[src/rtl/reset_sequencer.sv]
// Reset sequencer: debounces the reset button, synchronises PLL lock flags and
// releases the domain resets in order once everything has been stable long enough.
//
// state   | meaning
// --------+-------------------------------------------------------------
// ASSERT  | all domains held in reset, waiting for button released + locked
// PLLRST  | pll_rstn driven low for PLL_RST_CYCLES, domains held
// STRETCH | conditions good, counting STRETCH_CYCLES before first release
// RELEASE | clearing domain_reset bits one per GAP_CYCLES, lowest first
// RUN     | every domain released
module reset_sequencer #(
   parameter int NUM_DOMAINS     = 3,
   parameter int NUM_LOCKS       = 2,
   parameter int DEBOUNCE_CYCLES = 16,
   parameter int STRETCH_CYCLES  = 64,
   parameter int GAP_CYCLES      = 8,
   parameter int PLL_RST_CYCLES  = 32
) (
   input  logic                   io_systemClk,
   input  logic                   io_systemReset,
   input  logic                   io_asyncResetn_in,
   input  logic [NUM_LOCKS-1:0]   pll_locked,
   input  logic                   pll_rst_req,
   output logic                   pll_rstn,
   output logic [NUM_DOMAINS-1:0] domain_reset,
   output logic                   all_released,
   output logic [2:0]             seq_state,
   output logic [7:0]             lock_lost_count
);

   localparam int SEQ_MAX_A = (STRETCH_CYCLES > GAP_CYCLES) ? STRETCH_CYCLES : GAP_CYCLES;
   localparam int SEQ_MAX   = (SEQ_MAX_A > PLL_RST_CYCLES) ? SEQ_MAX_A : PLL_RST_CYCLES;
   localparam int SEQ_W     = $clog2(SEQ_MAX + 1);
   localparam int DB_W      = $clog2(DEBOUNCE_CYCLES + 1);

   typedef enum logic [2:0] {
      ST_ASSERT  = 3'd0,
      ST_PLLRST  = 3'd1,
      ST_STRETCH = 3'd2,
      ST_RELEASE = 3'd3,
      ST_RUN     = 3'd4
   } state_t;

   logic                   btn_s1_q, btn_s1_d, btn_s2_q, btn_s2_d;
   logic [NUM_LOCKS-1:0]   lock_s1_q, lock_s1_d, lock_s2_q, lock_s2_d;
   logic                   pressed_q, pressed_d;
   logic [DB_W-1:0]        db_cnt_q, db_cnt_d;
   state_t                 state_q, state_d;
   logic [SEQ_W-1:0]       cnt_q, cnt_d;
   logic [NUM_DOMAINS-1:0] domain_reset_q, domain_reset_d;
   logic                   pll_rstn_q, pll_rstn_d;
   logic                   all_released_q, all_released_d;
   logic [7:0]             lock_lost_q, lock_lost_d;

   logic                   all_locked, fault, btn_low;
   logic [NUM_DOMAINS-1:0] dr_shift;

   assign all_locked = &lock_s2_q;
   assign fault      = pressed_q | ~all_locked;
   assign btn_low    = ~btn_s2_q;
   assign dr_shift   = domain_reset_q << 1;

   always_comb begin
      btn_s1_d  = io_asyncResetn_in;
      btn_s2_d  = btn_s1_q;
      lock_s1_d = pll_locked;
      lock_s2_d = lock_s1_q;
   end

   // Any sample agreeing with the current debounced state restarts the run.
   always_comb begin
      pressed_d = pressed_q;
      db_cnt_d  = '0;
      if (btn_low != pressed_q) begin
         if (db_cnt_q == DB_W'(DEBOUNCE_CYCLES - 1)) pressed_d = btn_low;
         else db_cnt_d = db_cnt_q + 1'b1;
      end
   end

   always_comb begin
      state_d        = state_q;
      cnt_d          = cnt_q;
      domain_reset_d = domain_reset_q;
      pll_rstn_d     = pll_rstn_q;
      all_released_d = all_released_q;
      lock_lost_d    = lock_lost_q;

      if (pll_rst_req && state_q != ST_PLLRST) begin
         state_d        = ST_PLLRST;
         cnt_d          = '0;
         domain_reset_d = '1;
         pll_rstn_d     = 1'b0;
         all_released_d = 1'b0;
      end else begin
         case (state_q)
            ST_ASSERT: begin
               domain_reset_d = '1;
               all_released_d = 1'b0;
               pll_rstn_d     = 1'b1;
               cnt_d          = '0;
               if (!fault) state_d = ST_STRETCH;
            end
            ST_PLLRST: begin
               domain_reset_d = '1;
               all_released_d = 1'b0;
               if (cnt_q == SEQ_W'(PLL_RST_CYCLES - 1)) begin
                  pll_rstn_d = 1'b1;
                  cnt_d      = '0;
                  state_d    = ST_ASSERT;
               end else begin
                  pll_rstn_d = 1'b0;
                  cnt_d      = cnt_q + 1'b1;
               end
            end
            ST_STRETCH: begin
               if (fault) begin
                  state_d        = ST_ASSERT;
                  domain_reset_d = '1;
                  cnt_d          = '0;
               end else if (cnt_q == SEQ_W'(STRETCH_CYCLES - 1)) begin
                  cnt_d          = '0;
                  domain_reset_d = dr_shift;
                  // A single domain is fully released by its first clear.
                  if (dr_shift == '0) begin
                     state_d        = ST_RUN;
                     all_released_d = 1'b1;
                  end else begin
                     state_d = ST_RELEASE;
                  end
               end else begin
                  cnt_d = cnt_q + 1'b1;
               end
            end
            ST_RELEASE, ST_RUN: begin
               if (fault) begin
                  state_d        = ST_ASSERT;
                  domain_reset_d = '1;
                  all_released_d = 1'b0;
                  cnt_d          = '0;
                  if (!all_locked && lock_lost_q != 8'hFF) lock_lost_d = lock_lost_q + 1'b1;
               end else if (state_q == ST_RELEASE) begin
                  if (cnt_q == SEQ_W'(GAP_CYCLES - 1)) begin
                     cnt_d          = '0;
                     domain_reset_d = dr_shift;
                     if (dr_shift == '0) begin
                        state_d        = ST_RUN;
                        all_released_d = 1'b1;
                     end
                  end else begin
                     cnt_d = cnt_q + 1'b1;
                  end
               end
            end
            default: begin
               state_d        = ST_ASSERT;
               domain_reset_d = '1;
               all_released_d = 1'b0;
               pll_rstn_d     = 1'b1;
               cnt_d          = '0;
            end
         endcase
      end
   end

   always_ff @(posedge io_systemClk) begin
      if (io_systemReset) begin
         btn_s1_q       <= 1'b1;
         btn_s2_q       <= 1'b1;
         lock_s1_q      <= '0;
         lock_s2_q      <= '0;
         pressed_q      <= 1'b0;
         db_cnt_q       <= '0;
         state_q        <= ST_ASSERT;
         cnt_q          <= '0;
         domain_reset_q <= '1;
         pll_rstn_q     <= 1'b1;
         all_released_q <= 1'b0;
         lock_lost_q    <= '0;
      end else begin
         btn_s1_q       <= btn_s1_d;
         btn_s2_q       <= btn_s2_d;
         lock_s1_q      <= lock_s1_d;
         lock_s2_q      <= lock_s2_d;
         pressed_q      <= pressed_d;
         db_cnt_q       <= db_cnt_d;
         state_q        <= state_d;
         cnt_q          <= cnt_d;
         domain_reset_q <= domain_reset_d;
         pll_rstn_q     <= pll_rstn_d;
         all_released_q <= all_released_d;
         lock_lost_q    <= lock_lost_d;
      end
   end

   assign pll_rstn        = pll_rstn_q;
   assign domain_reset    = domain_reset_q;
   assign all_released    = all_released_q;
   assign seq_state       = state_q;
   assign lock_lost_count = lock_lost_q;

endmodule
[config.mk]
export PLATFORM = sky130hd
export DESIGN_NAME = reset_sequencer
export DESIGN_NICKNAME = d
export VERILOG_FILES = /design/src/rtl/reset_sequencer.sv
export SDC_FILE = /design/constraint.sdc
export NUM_CORES = 1
export LEC_CHECK = 0
export CAP_MARGIN = 20
export CORE_MARGIN = 2
export CORE_UTILIZATION = 40
export DETAILED_ROUTE_END_ITERATION = 10
export HOLD_SLACK_MARGIN = 0.05
export SETUP_SLACK_MARGIN = 0.3
export SYNTH_ARGS = -nofsm -noshare
export SYNTH_HDL_FRONTEND = slang
export SYNTH_SLANG_ARGS = --single-unit
[constraint.sdc]
create_clock -name io_systemClk -period 3.1 [get_ports io_systemClk]
set_input_delay 0.62 -clock io_systemClk [delete_from_list [all_inputs] [get_ports io_systemClk]]
set_output_delay 0.62 -clock io_systemClk [all_outputs]
set_load 0.02 [all_outputs]
==> metrics.yaml, run 1 <==
cts:
  cts.path.max_buffers: 2
  post_cts_buffers: 0
  cts_tree: "yes"
  cts_buffers: 5
  h-tree-depth: 2
  clk_latency_ns: 0.28
  hold_buffers: 0
  cts-root-buf: "clkbuf_8"
  cts.sinks: 35
  ctsResizeCount: 0
  clk_pin_slew_ns: 0.07
final_layout:
  drive_above_1_share: 0.0823
  final_area_um2: 2180
  diodes: 0
  layout.nets: 240
  layout.cells.non_filler: 283
  syn_to_final_growth_pct: 18.7
floorplan:
  die_y_um: 71.7
  die_area_um2: 5140
  io_pins: 22
  fp.dieW_um: 71.7
  core_um2: 4380
  initial_core_util: 0.418
  std_cell_rows: 24
global_routing:
  gr-total-overflow: 0
  grt_pass1_vias: 1403
  grt_pass1_wl_um: 6520
  met2_usage: 0.251
  use_met1: 0.209
  busiest_layer: "met2"
  use_met3: 0.0464
  grt_max_degree: 20
  antenna_found_initial: 0
  track_usage: 0.161
yosys:
  yosys.area.top_type: "dfxtp_1"
  syn_inst: 213
  yosysWarningCount: 0
  synth_top_area_frac: 0.382
  ys_ff_latch: 35
  synth.most_common_cell: "dfxtp_1"
  synth_nets: 223
  ys_seq_area_frac: 0.382
  async_reset_ff_frac: 0
  syn_area_um2: 1830
  synth-edff-count: 0
  ys_types: 53
  ys.flop_type: "dfxtp_1"
  avgSynthCellArea_um2: 8.61
  synth_area_leaders: "dfxtp_1 (38%), nor2_1 (4.9%), nand2_1 (4.1%)"
  synth_common_cells: "dfxtp_1 (35), nor2_1 (24), nand2_1 (20), a21oi_1 (11)"
min_path:
  hp-class: "reg -> reg"
timing:
  finalCritPeriodShare: 0.732
  maxSlewViolCount: 0
  hold_viol_final: 0
  tns_ns: 0
  fin_crit_ns: 2.27
  fmax_mhz: 440
  holdWs_ns: 0.429
  rsz0062_at_grt: "false"
  finalSetupViolations: 0
  slew_headroom: 0.643
  clock_skew_ns: 0.00555
  worst_pin_slew_ns: 0.532
routing:
  post-route-drc-count: 0
  drtAntennaViolNets: 0
  drt_iter0_markers: 158
  wl_per_cell_um: 13.4
  via_count: 1587
  first_pass_iters: 4
  via_per_inst: 5.61
  wirelength_um: 3800
placement:
  dpl.cell_count: 275
  port-buffer-count: 21
  dpl.hpwl_um: 2710
  place_congestion: 0.842
  dpl_cell_area_um2: 2060
setup_path:
  crit_buf_inv: 1
  cp.arrival_ns: 1.65
  crit_path_cell_trace: "clkdlybuf4s50_1"
  crit_path_end_kind: "output pin"
  crit_path_start_kind: "flip-flop"
  crit_family: "buffers and inverters"
  cp_data_required_time_ns: 2.48
  critPathMaxFanout: 16
  crit_slowest_cell: "clkdlybuf4s50_1"
  slowest_delay_ns: 0.71
  path_class: "reg -> out"
power_and_ir_drop:
  vdd_drop_max_uv: 217
  leakagePower_nw: 0.771
  p_per_area_nw_per_um2: 444
job:
  maxCapViolCount: 0
status:
  status: "complete, no violations"
[worst paths after layout]
| path | slack [ns] | depth (start not counted) | endpoint | from |
|---|---|---|---|---|
| worst min-delay path | 0.43 | 1 | btn_s2_q | btn_s1_q |
| worst min register to register | 0.43 | 1 | btn_s2_q | btn_s1_q |
| worst max-delay path | 0.83 | 1 | seq_state[0] | seq_state[0] |
| worst max register to register | 0.85 | 5 | cnt_q[3] | seq_state[0] |
[per-layer routing]
layer | share of wire | wire length [um] | vias to the layer above
li1 | - | - | 801
met1 | 0.46 | 1750 | 740
met2 | 0.47 | 1780 | 38
met3 | 0.051 | 193 | 8
met4 | 0.021 | 78 | 0
met5 | 0 | 0 | -
[sequential cells by signal, indices dropped and copies added, names as in the netlist]
| name | count |
|---|---|
| pll_rstn | 1 |
| db_cnt_q | 5 |
| domain_reset | 3 |
| seq_state | 3 |
| lock_lost_count | 8 |
| pressed_q | 1 |
| cnt_q | 7 |
| lock_s1_q | 2 |
| all_released | 1 |
| lock_s2_q | 2 |
| btn_s2_q | 1 |
| btn_s1_q | 1 |
[per-stage QoR]
step                      total power, mW  setup WS [ns]  utilization
after floorplan                     0.528           1.16            -
after global placement              0.555          0.724        0.470
after detailed placement            0.556          0.721        0.470
after CTS                           0.986          0.810        0.497
after global routing                 1.02          0.701        0.497
final                               0.967          0.830        0.497
[cells by family after synthesis]
| family | synth area share |
|---|---|
| simple gates | 0.297 |
| flops | 0.382 |
| fa+ha+maj | 0.0273 |
| buf+inv | 0.0416 |
| xor+xnor | 0.0430 |
| mux | 0.0218 |
| compound gates | 0.187 |
[cell usage in the layout (no fill, tap or decap), types with 3 or more instances in the layout]
master           instances
dfxtp_1                 35
nor2_1                  24
clkdlybuf4s50_1         21
nand2_1                 20
a21oi_1                 11
o21ai_0                  9
nand3_1                  9
nor2b_1                  7
clkbuf_8                 6
inv_1                    5
nand3b_1                 5
a211oi_1                 5
xnor2_1                  5
and3_1                   4
mux2i_1                  4
a31oi_1                  4
xor2_1                   4
ha_1                     4
o21bai_1                 3
nand4_1                  3
nor3_1                   3
[final cells by class]
class                           instances  area (um^2)
Clock buffer                            6         82.6
Fill cell                             432         2210
Timing Repair Buffer                   22          218
Clock inverter                          2         35.0
Inverter                                5         18.8
Tap cell                               52         65.1
Multi-Input combinational cell        161         1060
Sequential cell                        35          701
[where the power goes]
part           switching [mW]  internal (mW)
Clock                   0.162          0.260
Combinational          0.0418         0.0329
Sequential             0.0122          0.458
Total                   0.216          0.751
No activity file was read; power rests on OpenSTA's default activity.
==> run 2: changes to the inputs <==
Clock period 3.1 ns to 2 ns, I/O delays scaled along.
==> metrics.yaml, run 2 (synthesized netlist as in run 1, its figures left out) <==
global_routing:
  gr-total-overflow: 0  # unchanged
  grt_pass1_vias: 1515  # +8.0%
  track_usage: 0.169  # +0.00719
  grt_max_degree: 20  # unchanged
  antenna_found_initial: 0  # unchanged
  grt_pass1_wl_um: 6840  # +4.9%
routing:
  first_pass_iters: 4  # unchanged
  wl_per_cell_um: 14.4  # +6.9%
  wirelength_um: 4290  # +13%
  post-route-drc-count: 0  # unchanged
  drtAntennaViolNets: 0  # unchanged
  via_count: 1664  # +4.9%
  drt_iter0_markers: 99  # -37%
  via_per_inst: 5.57  # -0.76%
timing:
  worst_pin_slew_ns: 0.428  # -0.104 ns
  fmax_mhz: 546
  rsz0062_at_grt: "true"
  tns_ns: 0  # unchanged
  fin_crit_ns: 1.83
  slew_headroom: 0.713  # +0.0696
  finalWorstSetupSlack_ns: 0.169  # -0.660 ns
  maxSlewViolCount: 0  # unchanged
  finalSetupViolations: 0  # unchanged
  holdWs_ns: 0.413  # -0.0162 ns
  clock_skew_ns: 0.00455  # -0.00101 ns
  hold_viol_final: 0  # unchanged
  finalCritPeriodShare: 0.915
power_and_ir_drop:
  leakagePower_nw: 0.920  # +19%
  total_power_mw: 1.53  # +58%
  p_per_area_nw_per_um2: 630  # +42%
  vdd_drop_max_uv: 495  # +130%
final_layout:
  final_common_cell: "dfxtp_1"
  largest_register_ffs: 8  # unchanged
  layout_common_cells: "dfxtp_1 (25), nor2_1 (21), nand2_1 (20)"
  layout.cells.non_filler: 299  # +5.7%
  drive_above_1_share: 0.247  # +0.165
  final_util: 0.553  # +0.0562
  diodes: 0  # unchanged
  final_area_um2: 2420  # +11%
  layout.nets: 256  # +6.7%
  syn_to_final_growth_pct: 32.1
cts:
  clk_pin_slew_ns: 0.07  # about the same
  clk_latency_ns: 0.29  # about the same
  cts_tree: "yes"
  cts.path.max_buffers: 2  # unchanged
  cts-root-buf: "clkbuf_8"
  cts_buffers: 5  # unchanged
  hold_buffers: 0  # unchanged
  h-tree-depth: 2  # unchanged
  cts.sinks: 35  # unchanged
floorplan:
  initial_core_util: 0.418  # unchanged
  std_cell_rows: 24  # unchanged
  die_area_um2: 5140  # unchanged
  io_pins: 22  # unchanged
  fp.dieW_um: 71.7  # unchanged
  die_y_um: 71.7  # unchanged
  core_um2: 4380  # unchanged
setup_path:
  crit_slowest_cell: "or4_1"
  crit_path_start_kind: "flip-flop"
  cp_data_required_time_ns: 2.22  # -0.26 ns
  crit_path_cell_trace: "ha_4 > nand4bb_4 > o311ai_4 > nand3_4 > or4_1 > a21oi_1"
  slowest_delay_ns: 0.41  # -0.30 ns
  path_class: "reg -> reg"
  critPathMaxFanout: 5  # -11
  cp.arrival_ns: 2.05  # +0.40 ns
  reg2reg_depth: 6  # +1
  crit_path_end_kind: "flip-flop"
placement:
  dpl.hpwl_um: 2950  # +8.9%
  place_congestion: 0.831  # -1.3%
  dpl_cell_area_um2: 2180  # +6.1%
  port-buffer-count: 21  # unchanged
  post-place-ws_ns: 0.0226  # -0.699 ns
  dpl.cell_count: 286  # +4.0%
min_path:
  hp-class: "reg -> reg"
  min_path_cells: 1  # unchanged
job:
  maxCapViolCount: 0  # unchanged
status:
  status: "complete, no violations"
==> run 2: final timing paths <==
path / to / slack [ns] / start
setup / recovery: seq_state[2] / 0.17 / cnt_q[0]
hold / removal: btn_s2_q / 0.41 / btn_s1_q
setup reg to reg: seq_state[2] / 0.17 / cnt_q[0]
hold reg to reg: btn_s2_q / 0.41 / btn_s1_q
==> run 2: final cells by class <==
class	instances	area, um^2
clock buffer	6	82.6
timing repair buffer	38	332
sequential	35	721
tap	52	65.1
clock inverter	2	35.0
multi-input combinational	161	1170
fill	407	1960
inverter	5	18.8
==> run 2: power by group <==
group / switching (mW) / internal, mW / leakage, nW
Combinational: 0.0751 / 0.0676 / 0.569
Clock: 0.254 / 0.403 / 0.0612
Sequential: 0.0187 / 0.709 / 0.290
==> run 2: what timing repair did <==
action | CTS | global route
setup endpoints to repair | 20 | 21
buffers inserted | 2 | 3
gates resized for setup | 15 | 17
pin swaps | 2 | 3
==> run 2: layer usage <==
metal,up-vias,GRT usage,share of wire
met3,6,0.0422,0.045
met2,39,0.267,0.49
li1,834,-,-
met5,-,0,0
met1,785,0.214,0.45
met4,0,0.0797,0.018
==> run 2: worst max-delay path, delay by kind of cell (launching register included) <==
| kind | cells | cell delay (ns) |
|---|---|---|
| AO/OA/AOI/OAI | 2 | 0.49 |
| adder cells (fa/ha/maj) | 1 | 0.17 |
| flip-flops | 1 | 0.37 |
| AND/OR/NAND/NOR | 3 | 0.72 |
==> run 3: changes to the inputs <==
Clock period 2 ns to 1.9 ns, I/O delays scaled along.
==> metrics.yaml, run 3 (synthesized netlist as in run 1, its figures left out) <==
setup_path:
  cp_data_required_time_ns: 2.12  # -0.10 ns
  cp.arrival_ns: 1.98  # -0.07 ns
  crit_path_end_kind: "flip-flop"
  critPathMaxFanout: 4  # -1
  path_class: "reg -> reg"
  crit_slowest_cell: "or4_4"
  crit_path_start_kind: "flip-flop"
  crit_family: "simple AND/OR/NAND/NOR gates"
  crit_path_cell_trace: "ha_4 > nand4bb_4 > o311ai_4 > nand3_4 > or4_4 > a21oi_2"
  r2r_setup_slack_ns: 0.13  # -0.04 ns
  slowest_delay_ns: 0.44  # +0.03 ns
  crit_buf_inv: 0  # unchanged
cts:
  hold_buffers: 0  # unchanged
  h-tree-depth: 2  # unchanged
  cts.sinks: 35  # unchanged
  cts_buffers: 5  # unchanged
  cts.path.max_buffers: 2  # unchanged
  clk_pin_slew_ns: 0.07  # about the same
  clk_latency_ns: 0.28  # about the same
  cts-root-buf: "clkbuf_8"
  cts_tree: "yes"
timing:
  hold_viol_final: 0  # unchanged
  tns_ns: 0  # unchanged
  finalSetupViolations: 0  # unchanged
  fin_crit_ns: 1.77  # -0.0626 ns
  finalCritPeriodShare: 0.931  # +0.0153
  finalWorstSetupSlack_ns: 0.132  # -0.0374 ns
  worst_pin_slew_ns: 0.406  # -0.0218 ns
  clock_skew_ns: 0.00693  # +0.00238 ns
  rsz0062_at_grt: "true"
  fmax_mhz: 566  # +3.5%
  slew_headroom: 0.730  # +0.0169
  maxSlewViolCount: 0  # unchanged
routing:
  wl_per_cell_um: 15.1  # +4.9%
  via_per_inst: 5.49  # -1.4%
  via_count: 1784  # +7.2%
  wirelength_um: 4900  # +14%
  first_pass_iters: 4  # unchanged
  post-route-drc-count: 0  # unchanged
  drtAntennaViolNets: 0  # unchanged
  drt_iter0_markers: 117  # +18%
power_and_ir_drop:
  p_int_mw: 1.14  # -3.5%
  leakagePower_nw: 1.10  # +20%
  vdd_drop_max_uv: 347  # -30%
  switching_share: 0.250  # +0.0220
  clkPwrFrac: 0.357  # -0.073
  sequentialPowerShare: 0.499  # +0.023
  p_comb_frac: 0.145  # +0.052
  p_per_area_nw_per_um2: 537  # -15%
  total_power_mw: 1.52  # -0.66%
  p_sw_uw: 379  # +9.0%
placement:
  port-buffer-count: 21  # unchanged
  place_congestion: 0.820  # -1.4%
  post-place-ws_ns: 0.0133  # -0.00930 ns
  dpl.hpwl_um: 3000  # +1.7%
final_layout:
  layout_common_cells: "buf_4 (34), dfxtp_1 (26), nor2_1 (21)"
  diodes: 0  # unchanged
  seq_area_um2: 724  # +0.52%
  drive_above_1_share: 0.381  # +0.134
  final_util: 0.644  # +0.0913
  n_fill_cell: 350  # -14%
  layout.nets: 283  # +11%
  syn_to_final_growth_pct: 54.0
  final_common_cell: "buf_4"
  largest_register_ffs: 8  # unchanged
  multi_input_area_um2: 1360  # +16%
job:
  maxCapViolCount: 0  # unchanged
global_routing:
  antenna_found_initial: 0  # unchanged
  grt_pass1_vias: 1704  # +12%
  grt_max_degree: 12  # -40%
  gr-total-overflow: 0  # unchanged
  grt_pass1_wl_um: 7730  # +13%
  track_usage: 0.191  # +0.0223
min_path:
  hp-class: "reg -> reg"
floorplan:
  die_area_um2: 5140  # unchanged
  io_pins: 22  # unchanged
  std_cell_rows: 24  # unchanged
  die_y_um: 71.7  # unchanged
  core_um2: 4380  # unchanged
  initial_core_util: 0.418  # unchanged
  fp.dieW_um: 71.7  # unchanged
status:
  status: "complete, no violations"
## run 3: power groups by stage
stage | logic [mW] | registers [mW] | clock network (mW)
floorplan | 0.0931 | 0.782 | 0
global placement | 0.144 | 0.784 | 0
detailed placement | 0.144 | 0.784 | 0
CTS | 0.176 | 0.759 | 0.562
global route | 0.235 | 0.758 | 0.594
finish | 0.219 | 0.757 | 0.541
## run 3: final timing paths
path	start	to	cells after the start
hold / removal	btn_s1_q	btn_s2_q	1
setup reg to reg	cnt_q[1]	seq_state[2]	6
hold reg to reg	btn_s1_q	btn_s2_q	1
setup / recovery	cnt_q[1]	seq_state[2]	6
## run 3: final cells by class
type | instances | area share
inverter | 5 | 0.00665
multi-input combinational | 161 | 0.482
sequential | 35 | 0.257
clock inverter | 1 | 0.00177
tap | 52 | 0.0230
timing repair buffer | 65 | 0.201
clock buffer | 6 | 0.0292
## run 3: stage by stage
step,instance area (um^2),hold WS (ns),std cells
3_5_place_dp,2270,0.399,291
3_3_place_gp,2270,0.391,291
4_1_cts,2590,0.417,313
6_report,2820,0.413,325
2_1_floorplan,1920,0.389,213
5_1_grt,2820,0.438,325
## run 3: repair_timing
action | 4_1_cts | 5_1_grt
cloned | 0 | 0
hold endpoints to repair | 0 | 0
endpoints found under the setup margin | 38 | 27
pin swaps | 13 | 25
setup buffers | 15 | 12
resized for setup | 41 | 31
## run 3: metal layers
metal | routed length (um) | share of wire | global-route usage | vias to the layer above
met4 | 85 | 0.017 | 0.0901 | 0
met1 | 2170 | 0.44 | 0.238 | 841
met3 | 193 | 0.039 | 0.0492 | 10
met5 | 0 | 0 | 0 | -
met2 | 2450 | 0.50 | 0.308 | 45
li1 | - | - | - | 888
